--- src/rtl/instr_encoder_loader_if.sv ---
// instr_encoder_loader_if: field-set stream in, instruction-memory write port out
interface instr_encoder_loader_if #(parameter int ADDR_W = 32);
  logic              in_valid;
  logic              in_ready;
  logic [2:0]        in_kind;
  logic [3:0]        in_sel;
  logic [4:0]        in_rd;
  logic [4:0]        in_rs1;
  logic [4:0]        in_rs2;
  logic [20:0]       in_imm;
  logic              in_last;
  logic              imem_we;
  logic [ADDR_W-1:0] imem_addr;
  logic [31:0]       imem_wdata;
  logic              imem_ready;
  modport master (
    output in_valid, in_kind, in_sel, in_rd, in_rs1, in_rs2, in_imm, in_last, imem_ready,
    input  in_ready, imem_we, imem_addr, imem_wdata
  );
  modport slave (
    input  in_valid, in_kind, in_sel, in_rd, in_rs1, in_rs2, in_imm, in_last, imem_ready,
    output in_ready, imem_we, imem_addr, imem_wdata
  );
endinterface

--- src/rtl/instr_encoder_loader.sv ---
// instr_encoder_loader: encodes decoded field sets into RV32I words and streams them into IMEM
module instr_encoder_loader #(
  parameter logic [31:0] BASE_ADDR = 32'h0,
  parameter int          DEPTH     = 256,
  parameter int          ADDR_W    = 32
) (
  input  logic                 clk,
  input  logic                 reset,
  input  logic                 start,
  instr_encoder_loader_if.slave bus,
  output logic                 busy,
  output logic                 done,
  output logic                 full,
  output logic                 err_illegal,
  output logic [15:0]          word_count
);
  localparam int CW = $clog2(DEPTH + 1);
  typedef enum logic [1:0] {IDLE, RUN, DONE_S, FULL_S} state_t;
  state_t state, state_n;
  logic stage_v, last_seen, stage_n, last_n;
  logic acc, wr, legal, alu_ok, f7b, imm12_ok, br_ok;
  logic [2:0] f3;
  logic [20:0] imm;
  logic [31:0] wdata, enc;
  logic [ADDR_W-1:0] addr;
  logic [CW-1:0] accepted, acc_n;
  assign imm = bus.in_imm;
  always_comb begin
    {alu_ok, f3, f7b} = 5'b0;
    case (bus.in_sel)
      4'b0010: {alu_ok, f3, f7b} = {1'b1, 3'b000, 1'b0};
      4'b0110: {alu_ok, f3, f7b} = {1'b1, 3'b000, 1'b1};
      4'b0011: {alu_ok, f3, f7b} = {1'b1, 3'b001, 1'b0};
      4'b0111: {alu_ok, f3, f7b} = {1'b1, 3'b010, 1'b0};
      4'b1000: {alu_ok, f3, f7b} = {1'b1, 3'b011, 1'b0};
      4'b0100: {alu_ok, f3, f7b} = {1'b1, 3'b100, 1'b0};
      4'b0101: {alu_ok, f3, f7b} = {1'b1, 3'b101, 1'b0};
      4'b0001: {alu_ok, f3, f7b} = {1'b1, 3'b110, 1'b0};
      4'b0000: {alu_ok, f3, f7b} = {1'b1, 3'b111, 1'b0};
      default: ;
    endcase
  end
  // immediates must sign-extend cleanly from their encoded width
  assign imm12_ok = &imm[20:11] || ~|imm[20:11];
  assign br_ok    = (&imm[20:12] || ~|imm[20:12]) && !imm[0] && bus.in_sel[2:1] != 2'b01;
  always_comb begin
    legal = 1'b0;
    enc   = 32'h0;
    case (bus.in_kind)
      3'd0: begin legal = alu_ok; enc = {1'b0, f7b, 5'b0, bus.in_rs2, bus.in_rs1, f3, bus.in_rd, 7'b0110011}; end
      3'd1: begin legal = imm12_ok && bus.in_sel == 4'b0010; enc = {imm[11:0], bus.in_rs1, 3'b000, bus.in_rd, 7'b0010011}; end
      3'd2: begin legal = imm12_ok; enc = {imm[11:0], bus.in_rs1, 3'b010, bus.in_rd, 7'b0000011}; end
      3'd3: begin legal = imm12_ok; enc = {imm[11:5], bus.in_rs2, bus.in_rs1, 3'b010, imm[4:0], 7'b0100011}; end
      3'd4: begin legal = br_ok; enc = {imm[12], imm[10:5], bus.in_rs2, bus.in_rs1, bus.in_sel[2:0], imm[4:1], imm[11], 7'b1100011}; end
      3'd5: begin legal = !imm[0]; enc = {imm[20], imm[10:1], imm[11], imm[19:12], bus.in_rd, 7'b1101111}; end
      default: ;
    endcase
  end
  assign wr           = stage_v && bus.imem_ready;
  assign bus.in_ready = state == RUN && (!stage_v || wr) && accepted < CW'(DEPTH) && !last_seen;
  assign acc          = bus.in_valid && bus.in_ready;
  assign stage_n      = (acc && legal) || (stage_v && !wr);
  assign last_n       = last_seen || (acc && bus.in_last);
  assign acc_n        = accepted + CW'(acc && legal);
  assign bus.imem_we    = stage_v;
  assign bus.imem_addr  = addr;
  assign bus.imem_wdata = wdata;
  always_ff @(posedge clk)
    if (reset) state <= IDLE;
    else state <= state_n;
  // session ends only once the stage has drained; in_last takes priority over DEPTH
  always_comb
    state_n = (state != RUN) ? (start ? RUN : state)
            : stage_n ? RUN
            : last_n ? DONE_S
            : (acc_n == CW'(DEPTH)) ? FULL_S : RUN;
  always_comb begin
    busy = state == RUN;
    done = state == DONE_S;
    full = state == FULL_S;
  end
  always_ff @(posedge clk) begin
    if (reset || (start && state != RUN)) begin
      stage_v     <= 1'b0;
      last_seen   <= 1'b0;
      accepted    <= '0;
      addr        <= ADDR_W'(BASE_ADDR);
      word_count  <= 16'd0;
      err_illegal <= 1'b0;
      if (reset) wdata <= 32'h0;
    end else begin
      stage_v   <= stage_n;
      last_seen <= last_n;
      accepted  <= acc_n;
      if (acc && legal) wdata <= enc;
      if (acc && !legal) err_illegal <= 1'b1;
      if (wr) begin
        addr       <= addr + ADDR_W'(4);
        word_count <= word_count + 16'd1;
      end
    end
  end
endmodule

--- src/flat_wrapper.sv ---
// flat-port wrapper written by rule: the top's interface ports become plain ports
module instr_encoder_loader_flat 
#(
  parameter logic [31:0] BASE_ADDR = 32'h0,
  parameter int          DEPTH     = 256,
  parameter int          ADDR_W    = 32
)
  (clk, reset, start, busy, done, full, err_illegal, word_count, bus_in_valid, bus_in_kind, bus_in_sel, bus_in_rd, bus_in_rs1, bus_in_rs2, bus_in_imm, bus_in_last, bus_imem_ready, bus_in_ready, bus_imem_we, bus_imem_addr, bus_imem_wdata);
  instr_encoder_loader_if #(.ADDR_W(ADDR_W)) bus_i ();
  input  logic clk;
  input  logic reset;
  input  logic start;
  output logic busy;
  output logic done;
  output logic full;
  output logic err_illegal;
  output logic [15:0] word_count;
  input wire logic [$bits(bus_i.in_valid)-1:0] bus_in_valid;
  input wire logic [$bits(bus_i.in_kind)-1:0] bus_in_kind;
  input wire logic [$bits(bus_i.in_sel)-1:0] bus_in_sel;
  input wire logic [$bits(bus_i.in_rd)-1:0] bus_in_rd;
  input wire logic [$bits(bus_i.in_rs1)-1:0] bus_in_rs1;
  input wire logic [$bits(bus_i.in_rs2)-1:0] bus_in_rs2;
  input wire logic [$bits(bus_i.in_imm)-1:0] bus_in_imm;
  input wire logic [$bits(bus_i.in_last)-1:0] bus_in_last;
  input wire logic [$bits(bus_i.imem_ready)-1:0] bus_imem_ready;
  output wire logic [$bits(bus_i.in_ready)-1:0] bus_in_ready;
  output wire logic [$bits(bus_i.imem_we)-1:0] bus_imem_we;
  output wire logic [$bits(bus_i.imem_addr)-1:0] bus_imem_addr;
  output wire logic [$bits(bus_i.imem_wdata)-1:0] bus_imem_wdata;
  assign bus_i.in_valid = bus_in_valid;
  assign bus_i.in_kind = bus_in_kind;
  assign bus_i.in_sel = bus_in_sel;
  assign bus_i.in_rd = bus_in_rd;
  assign bus_i.in_rs1 = bus_in_rs1;
  assign bus_i.in_rs2 = bus_in_rs2;
  assign bus_i.in_imm = bus_in_imm;
  assign bus_i.in_last = bus_in_last;
  assign bus_i.imem_ready = bus_imem_ready;
  assign bus_in_ready = bus_i.in_ready;
  assign bus_imem_we = bus_i.imem_we;
  assign bus_imem_addr = bus_i.imem_addr;
  assign bus_imem_wdata = bus_i.imem_wdata;
  instr_encoder_loader #(.BASE_ADDR(BASE_ADDR), .DEPTH(DEPTH), .ADDR_W(ADDR_W)) u_core (.clk(clk), .reset(reset), .start(start), .bus(bus_i), .busy(busy), .done(done), .full(full), .err_illegal(err_illegal), .word_count(word_count));
endmodule
--- config.mk ---
export PLATFORM = sky130hd
export DESIGN_NAME = instr_encoder_loader_flat
export DESIGN_NICKNAME = d
export VERILOG_FILES = /design/src/rtl/instr_encoder_loader_if.sv /design/src/rtl/instr_encoder_loader.sv /design/src/flat_wrapper.sv
export SDC_FILE = /design/constraint.sdc
export NUM_CORES = 1
export LEC_CHECK = 0
export CORE_MARGIN = 2
export CORE_UTILIZATION = 40
export CTS_CLUSTER_SIZE = 8
export DETAILED_ROUTE_END_ITERATION = 7
export GPL_TIMING_DRIVEN = 0
export PLACE_DENSITY = 0.83
export SYNTH_ARGS = -nofsm -noshare
export SYNTH_HDL_FRONTEND = slang
export SYNTH_SLANG_ARGS = --single-unit
export TNS_END_PERCENT = 30
--- constraint.sdc ---
create_clock -name clk -period 3.68 [get_ports clk]
set_clock_uncertainty 0.15 [all_clocks]
set_input_delay 0.736 -clock clk [delete_from_list [all_inputs] [get_ports clk]]
set_output_delay 0.736 -clock clk [all_outputs]
set_load 0.1 [all_outputs]
==> results of run 1 <==
-- cell usage in the layout, fill, tap and decap left out, drive strengths merged, types with 7 or more instances in the layout --
cell,n
clkdlybuf4s50,117
buf,18
clkbuf,32
and2,12
nand3,20
o21ai,9
nor3,12
a21oi,24
edfxtp,30
inv,8
nor2,88
xnor2,18
or3,7
xor2,30
and3,11
a31oi,8
o22a,11
mux2i,13
nor2b,15
nand2,28
dfxtp,60
nand2b,7
nand4,11
-- how the worst min path moves through the flow --
stage	start	to	slack (ps)	cells after the start
2_1_floorplan	u_core.state[0]	u_core.state[0]	340	2
3_3_place_gp	u_core.err_illegal	u_core.err_illegal	290	2
3_5_place_dp	u_core.err_illegal	u_core.err_illegal	300	2
4_1_cts	u_core.err_illegal	u_core.err_illegal	310	2
5_1_grt	u_core.err_illegal	u_core.err_illegal	340	2
6_report	u_core.err_illegal	u_core.err_illegal	310	2
-- stage by stage --
step / setup TNS, ps / instance area [um2]
after floorplan: -64.3 / 4560
after global placement: -18320 / 6020
after detailed placement: -21340 / 6020
after CTS: -11.7 / 6410
after global routing: -35.2 / 6480
final: 0 / 6480
-- final cells by class --
type                    instances  area (um2)
clock inverters                 6        62.6
fillers                       952        4510
flip-flops and latches         90        2100
well taps                     140         175
multi-input cells             368        2430
repair buffers                136        1330
plain buffers                  28         124
clock buffers                  10         239
inverters                       6        22.5
-- report_power, final --
| part | internal (mW) | switching [mW] |
|---|---|---|
| Combinational | 0.136 | 0.324 |
| Clock | 0.546 | 0.389 |
| Sequential | 1.05 | 0.00820 |
| Total | 1.73 | 0.721 |
-- layer usage --
layer	vias up	wire length, um
met5	-	0
met4	0	175
li1	2023	-
met1	1963	5200
met3	19	976
met2	154	6030
-- worst min-delay path: stages, from the launching register on --
cell and delay (ps):
dfxtp_1 330, nand2_1 50, o21ai_0 50
-- logic make-up after synthesis --
group                    synth area share (%)
buffers and inverters                    3.19
AO/OA/AOI/OAI                            11.7
AND/OR/NAND/NOR                          25.1
multiplexers                             3.35
adder cells (fa/ha/maj)                  1.10
other                                  0.0824
XOR/XNOR                                 9.24
flip-flops                               46.2
-- registers in the layout, indices dropped and copies added, names as in the netlist --
| register | count |
|---|---|
| u_core.accepted | 9 |
| u_core.bus.imem_addr | 30 |
| u_core.bus.imem_wdata | 30 |
| u_core.bus.imem_we | 1 |
| u_core.err_illegal | 1 |
| u_core.last_seen | 1 |
| u_core.state | 2 |
| u_core.word_count | 16 |
-- what timing repair did --
item,in CTS,in global routing
endpoints found under the setup margin,33,1
pin swaps,5,8
gates resized for setup,25,19
setup buffers,2,6
==> results.txt, run 1 <==
----------------------------------------------------
[Detailed routing]
  Post-route DRC ... 0
  Drt total wl ... between 10000 and 15000 um
  Number of DRC violations after detailed-routing iteration 0 ... 259
  Count of nets left with antenna violations after detail routing ... 0
  Initial DRT Pass Iterations ... 4
  Count of vias placed by the detailed router ... 4159
  Mean number of vias per cell ... 5.30
  Average wire per cell in the routed design ... between 15 and 20 um

[Setup path]
  Worst path required time ... roughly 3800 ps
  Logic depth of the worst path, buffers included ... 14
  Critical path launch point type ... primary input
  Slowest Stage Delay on Critical Path ... roughly 530 ps
  Logic depth of the worst register-to-register path ... 13
  Top delay family on crit path ... simple AND/OR/NAND/NOR gates
  Critical Path End Type ... flip-flop
  Startpoint of the most critical register-to-register path ... u_core.bus.imem_we
  Sequence of cells on the critical path ... buf_2 -> or4_4 -> nor4_4 -> o22ai_2 -> o31ai_4 -> and2_4 -> ha_4 -> ha_4 -> and3_4 -> and3_4 -> nand3_4 -> o221a_4 -> nor4_4 -> o221a_1
  Type of the setup path with the least slack ... in -> reg
  Number of buffers and inverters on the critical path ... 1
  Critical-path maximum fanout ... 4
  Arrival time reported for the critical path endpoint ... 3770 ps
  R2R setup slack ... about 750 ps
  Crit. Startpoint ... bus_in_imm[14]
  Last element of the critical path ... u_core.state[1]
  R2r endpoint ... u_core.state[1]
  Cell type of the slowest stage on the worst timing path ... or4_4

[STA]
  Slew headroom ... between 30 and 40%
  Final Hold Slack ... between 300 and 400 ps
  Measured slew at the worst slew-check pin ... approximately 1000 ps
  Final number of max-transition violations ... 0
  Final setup violation count ... 0
  Min Clock Period, post-route ... between 3000 and 4000 ps
  Final Hold Violating Endpoints ... 0
  Achievable clock frequency ... 275 MHz
  Minimum setup slack in the final design ... approximately 37 ps
  Portion of the clock cycle consumed by the worst path in the final layout ... 99.0%

[Placed design]
  Worst setup slack before clock tree synthesis ... -1050 ps
  Final weighted congestion of routability-driven global placement ... ~0.89
  Port Buffers ... between 100 and 150
  DPL Wire Length ... 9050 um
  Post-Place Cells ... 760

[Logic synthesis]
  Synth top area cells ... dfxtp_1 (26%), edfxtp_1 (20%), nor2_1 (7.3%), xor2_1 (5.8%), xnor2_1 (3.5%)
  Count leader, synth ... nor2_1
  Async SR Flop Fraction ... 0%
  Share of the yosys chip area belonging to registers ... roughly 46%
  Flop and latch count out of synthesis ... 90
  Post-synthesis area per instance ... around 9.3 um2
  Count of mapped cells out of synthesis ... slightly below 500
  Number of enable-type register cells in the synthesized netlist ... 30
  Post-synthesis cell area ... around 4600 um2
  Most area-hungry cell type in the Yosys netlist ... dfxtp_1
  Commonest cells in the synthesized netlist ... nor2_1 (88), dfxtp_1 (60), edfxtp_1 (30), xor2_1 (30), nand2_1 (28)
  Number of distinct library cell variants in the gate-level netlist after synthesis ... between 50 and 60
  Most frequently used flop master after synthesis ... dfxtp_1
  Syn. warnings ... 0
  Share of Yosys cell area claimed by the top area cell type ... 26.4%

[Clocking]
  Reg clk slew, reported paths ... 60 ps
  Clock sink count ... 90
  Root Driver ... clkbuf_16
  Clock buffer depth ... 2
  Number of H-tree branching levels ... 3
  CTS buffer count ... 9
  Number of buffers inserted by hold repair at cts ... 0
  Clock latency reported for the late side of the worst-skew pair ... about 340 ps
  TritonCTS clock tree ... yes

[GRT]
  GR Util met3 ... roughly 6.7%
  Global route total overflow ... 0
  Routing usage on met1 ... around 24%
  GRT Total Usage ... 19.7%
  Vias in the first global route ... slightly above 4k
  Global-route layer with the greatest usage ... met2
  Antenna violations before repair ... 0
  Global-route track usage on met2 ... about a third
  Largest net degree at the start of global routing ... 31
  Wire length of the first global-routing pass ... approximately 20000 um

[Floorplan]
  Floorplan Core Area ... between 10000 and 15000 um2
  Die height ... approximately 110 um
  Site Rows ... 38
  Chip width ... ~110 um
  Area enclosed by the die boundary ... 12200 um2
  Number of placed I/O pins ... approximately 140
  Starting density of the core ... between 40% and 50%

[Cells and area]
  Final Net Count ... between 600 and 700
  Ant diodes ... 0
  Count of non-filler cells in the finished layout ... roughly 780
  Utilization after layout ... between 50% and 60%
  Area added between synthesis and finish ... 42.3%
  Proportion of layout cells with a drive suffix above 1 ... 10.1%

[Run status]
  Run status ... finished clean

[Power]
  Total design power ... 2.46 mW
  P_leak ... 2.36 nW
  Worst vdd rail ir drop ... 0.252 mV
  Areal power density over the cells ... 379 nW/um2

[Min path]
  Min-Delay Path Class ... reg -> reg

[Run]
  Maximum Capacitance Violations ... 0

----------------------------------------------------
(Power assumes the default switching activity.)
==> inputs of run 2 (changes only) <==
--- a/config.mk
+++ b/config.mk
@@ -9,7 +9,6 @@
 export CORE_UTILIZATION = 40
 export CTS_CLUSTER_SIZE = 8
 export DETAILED_ROUTE_END_ITERATION = 7
-export GPL_TIMING_DRIVEN = 0
 export PLACE_DENSITY = 0.83
 export SYNTH_ARGS = -nofsm -noshare
 export SYNTH_HDL_FRONTEND = slang
==> run 2 against run 1 <==
Cell count increased by 2.2%. Combinational power grew 4.6%. Sequential share of layout area is 1.3 points lower. Via count up 3.0%. Flip-flop and latch count did not move. Critical endpoint unchanged. Largest cell class unchanged. Largest power group is now the clock network.
==> results.txt, run 2 (synthesis results as in run 1) <==
----------------------------------------------------
[Detailed routing]
  Average wire per cell in the routed design ... about 16 um
  Number of DRC violations after detailed-routing iteration 0 ... ~210
  Count of vias placed by the detailed router ... ~4.3k
  Count of nets left with antenna violations after detail routing ... 0
  Drt total wl ... roughly 13000 um
  Post-route DRC ... 0
  Initial DRT Pass Iterations ... 5
  Mean number of vias per cell ... roughly 5.3

[Run status]
  Run status ... finished clean

[STA]
  Unrepaired setup endpoints after global routing ... false
  Slew headroom ... around a third
  Measured slew at the worst slew-check pin ... between 1000 and 1500 ps
  Final Hold Violating Endpoints ... 0
  Final setup violation count ... 0
  Final number of max-transition violations ... 0
  Min Clock Period, post-route ... between 3000 and 4000 ps
  Portion of the clock cycle consumed by the worst path in the final layout ... a little over nine tenths
  Achievable clock frequency ... about 280 MHz

[Setup path]
  Critical path launch point type ... primary input
  R2R setup slack ... between 800 and 900 ps
  Critical-path maximum fanout ... 2
  Logic depth of the worst register-to-register path ... 14
  Critical Path End Type ... flip-flop
  Arrival time reported for the critical path endpoint ... approximately 3700 ps
  Crit. Startpoint ... bus_in_imm[17]
  R2r endpoint ... u_core.state[1]
  Worst path required time ... 3750 ps
  Type of the setup path with the least slack ... in -> reg
  Startpoint of the most critical register-to-register path ... u_core.bus.imem_we
  Last element of the critical path ... u_core.state[1]

[GRT]
  GRT Total Usage ... a little under 20%
  Largest net degree at the start of global routing ... 56
  Antenna violations before repair ... 0
  Vias in the first global route ... 4186
  Global route total overflow ... 0
  Wire length of the first global-routing pass ... 20100 um

[Cells and area]
  Area added between synthesis and finish ... 48.1%
  Final Net Count ... around 700
  Utilization after layout ... 61.4%
  Most common cell after layout, fill and taps aside ... clkdlybuf4s50_1
  Ant diodes ... 0
  Top library cells by usage in the layout, fill and taps aside ... clkdlybuf4s50_1 (106), nor2_1 (87), buf_4 (64), dfxtp_1 (60)
  Fillers ... about 900
  Proportion of layout cells with a drive suffix above 1 ... 17.2%
  Count of non-filler cells in the finished layout ... roughly 800

[Floorplan]
  Site Rows ... 38
  Number of placed I/O pins ... approximately 140
  Die height ... about 110 um
  Chip width ... approximately 110 um
  Area enclosed by the die boundary ... between 10000 and 15000 um2
  Floorplan Core Area ... 11000 um2
  Starting density of the core ... around 41%

[Clocking]
  Reg clk slew, reported paths ... 60 ps
  Clock buffer depth ... 2
  Clock latency reported for the late side of the worst-skew pair ... between 300 and 400 ps
  CTS buffer count ... 9
  Clock sink count ... 90
  Number of H-tree branching levels ... 3
  TritonCTS clock tree ... yes
  Root Driver ... clkbuf_16
  Number of buffers inserted by hold repair at cts ... 0

[Placed design]
  Port Buffers ... between 100 and 150
  Final weighted congestion of routability-driven global placement ... approximately 0.92
  DPL Wire Length ... about 9000 um
  Post-Place Cells ... around 780

[Min path]
  HP Start ... u_core.err_illegal
  Min-Delay Path Class ... reg -> reg

[Power]
  Areal power density over the cells ... roughly 390 nW/um2
  P_leak ... ~2.6 nW
  Worst vdd rail ir drop ... around 0.27 mV

[Run]
  Maximum Capacitance Violations ... 0

----------------------------------------------------
-- run 2: cell count changes in the layout (fill, tap and decap cells not counted), sizes merged, moves of 2 or more --
| cell | delta |
|---|---|
| clkbuf | -19 |
| buf | +49 |
| dlygate4sd2 | -2 |
| clkinv | -3 |
| clkdlybuf4s50 | -11 |
-- run 2: where the power goes --
part	leakage (nW)	internal [mW]	switching (mW)
logic	1.60	0.156	0.324
registers	0.794	1.05	0.00811
clock network	0.174	0.683	0.389
-- run 2: worst min path at each step --
stage               slack [ps]                 end  cells after the start
global placement           300  u_core.err_illegal                      2
finish                     320  u_core.err_illegal                      2
global route               340  u_core.err_illegal                      2
detailed placement         310  u_core.err_illegal                      2
CTS                        320  u_core.err_illegal                      2
floorplan                  340     u_core.state[0]                      2
-- run 2: final cells by class --
type	count	area (um2)	share of cell area [%]
clock buffer	12	279	4.14
sequential	90	2100	31.2
timing repair buffer	181	1660	24.7
tap	140	175	2.60
inverter	6	22.5	0.334
multi-input combinational	368	2420	35.9
clock inverter	4	77.6	1.15
-- run 2: stage by stage --
| stage | setup TNS (ps) | instance area (um2) | hold slack (ps) | power (mW) | worst slack, ps |
|---|---|---|---|---|---|
| 2_1_floorplan | -64.3 | 4560 | 344 | 1.40 | -64.3 |
| 3_3_place_gp | -840 | 6230 | 303 | 1.55 | -454 |
| 3_5_place_dp | -1520 | 6230 | 309 | 1.56 | -592 |
| 4_1_cts | 0 | 6680 | 324 | 2.63 | 7.80 |
| 5_1_grt | 0 | 6740 | 343 | 2.70 | 10.6 |
| 6_report | 0 | 6740 | 318 | 2.61 | 70.2 |
-- run 2: worst max-delay path, stage by stage --
cell	delay (ps)
clkdlybuf4s15_1	180
or4_4	530
nor4_4	220
buf_4	170
nor3_2	40
o31ai_4	270
and2_4	210
ha_4	140
ha_4	130
and3_4	180
and3_4	200
buf_6	90
buf_4	110
o221a_4	200
nor4_4	40
o221a_1	230
-- run 2: per-layer routing --
metal  GRT usage, %  vias up  part of all wire, %
met5              0        -                    0
li1               -     2052                    -
met2           34.8      170                   51
met4           5.58        0                  1.6
met3           5.03       19                  6.8
met1           23.6     2041                   41
-- run 2: repair_timing --
item                                   in CTS  in global routing
resized for setup                          24                 12
pin swaps                                   8                  9
endpoints found under the hold margin       0                  0
setup endpoints to repair                   2                  2
buffers inserted                            3                  3
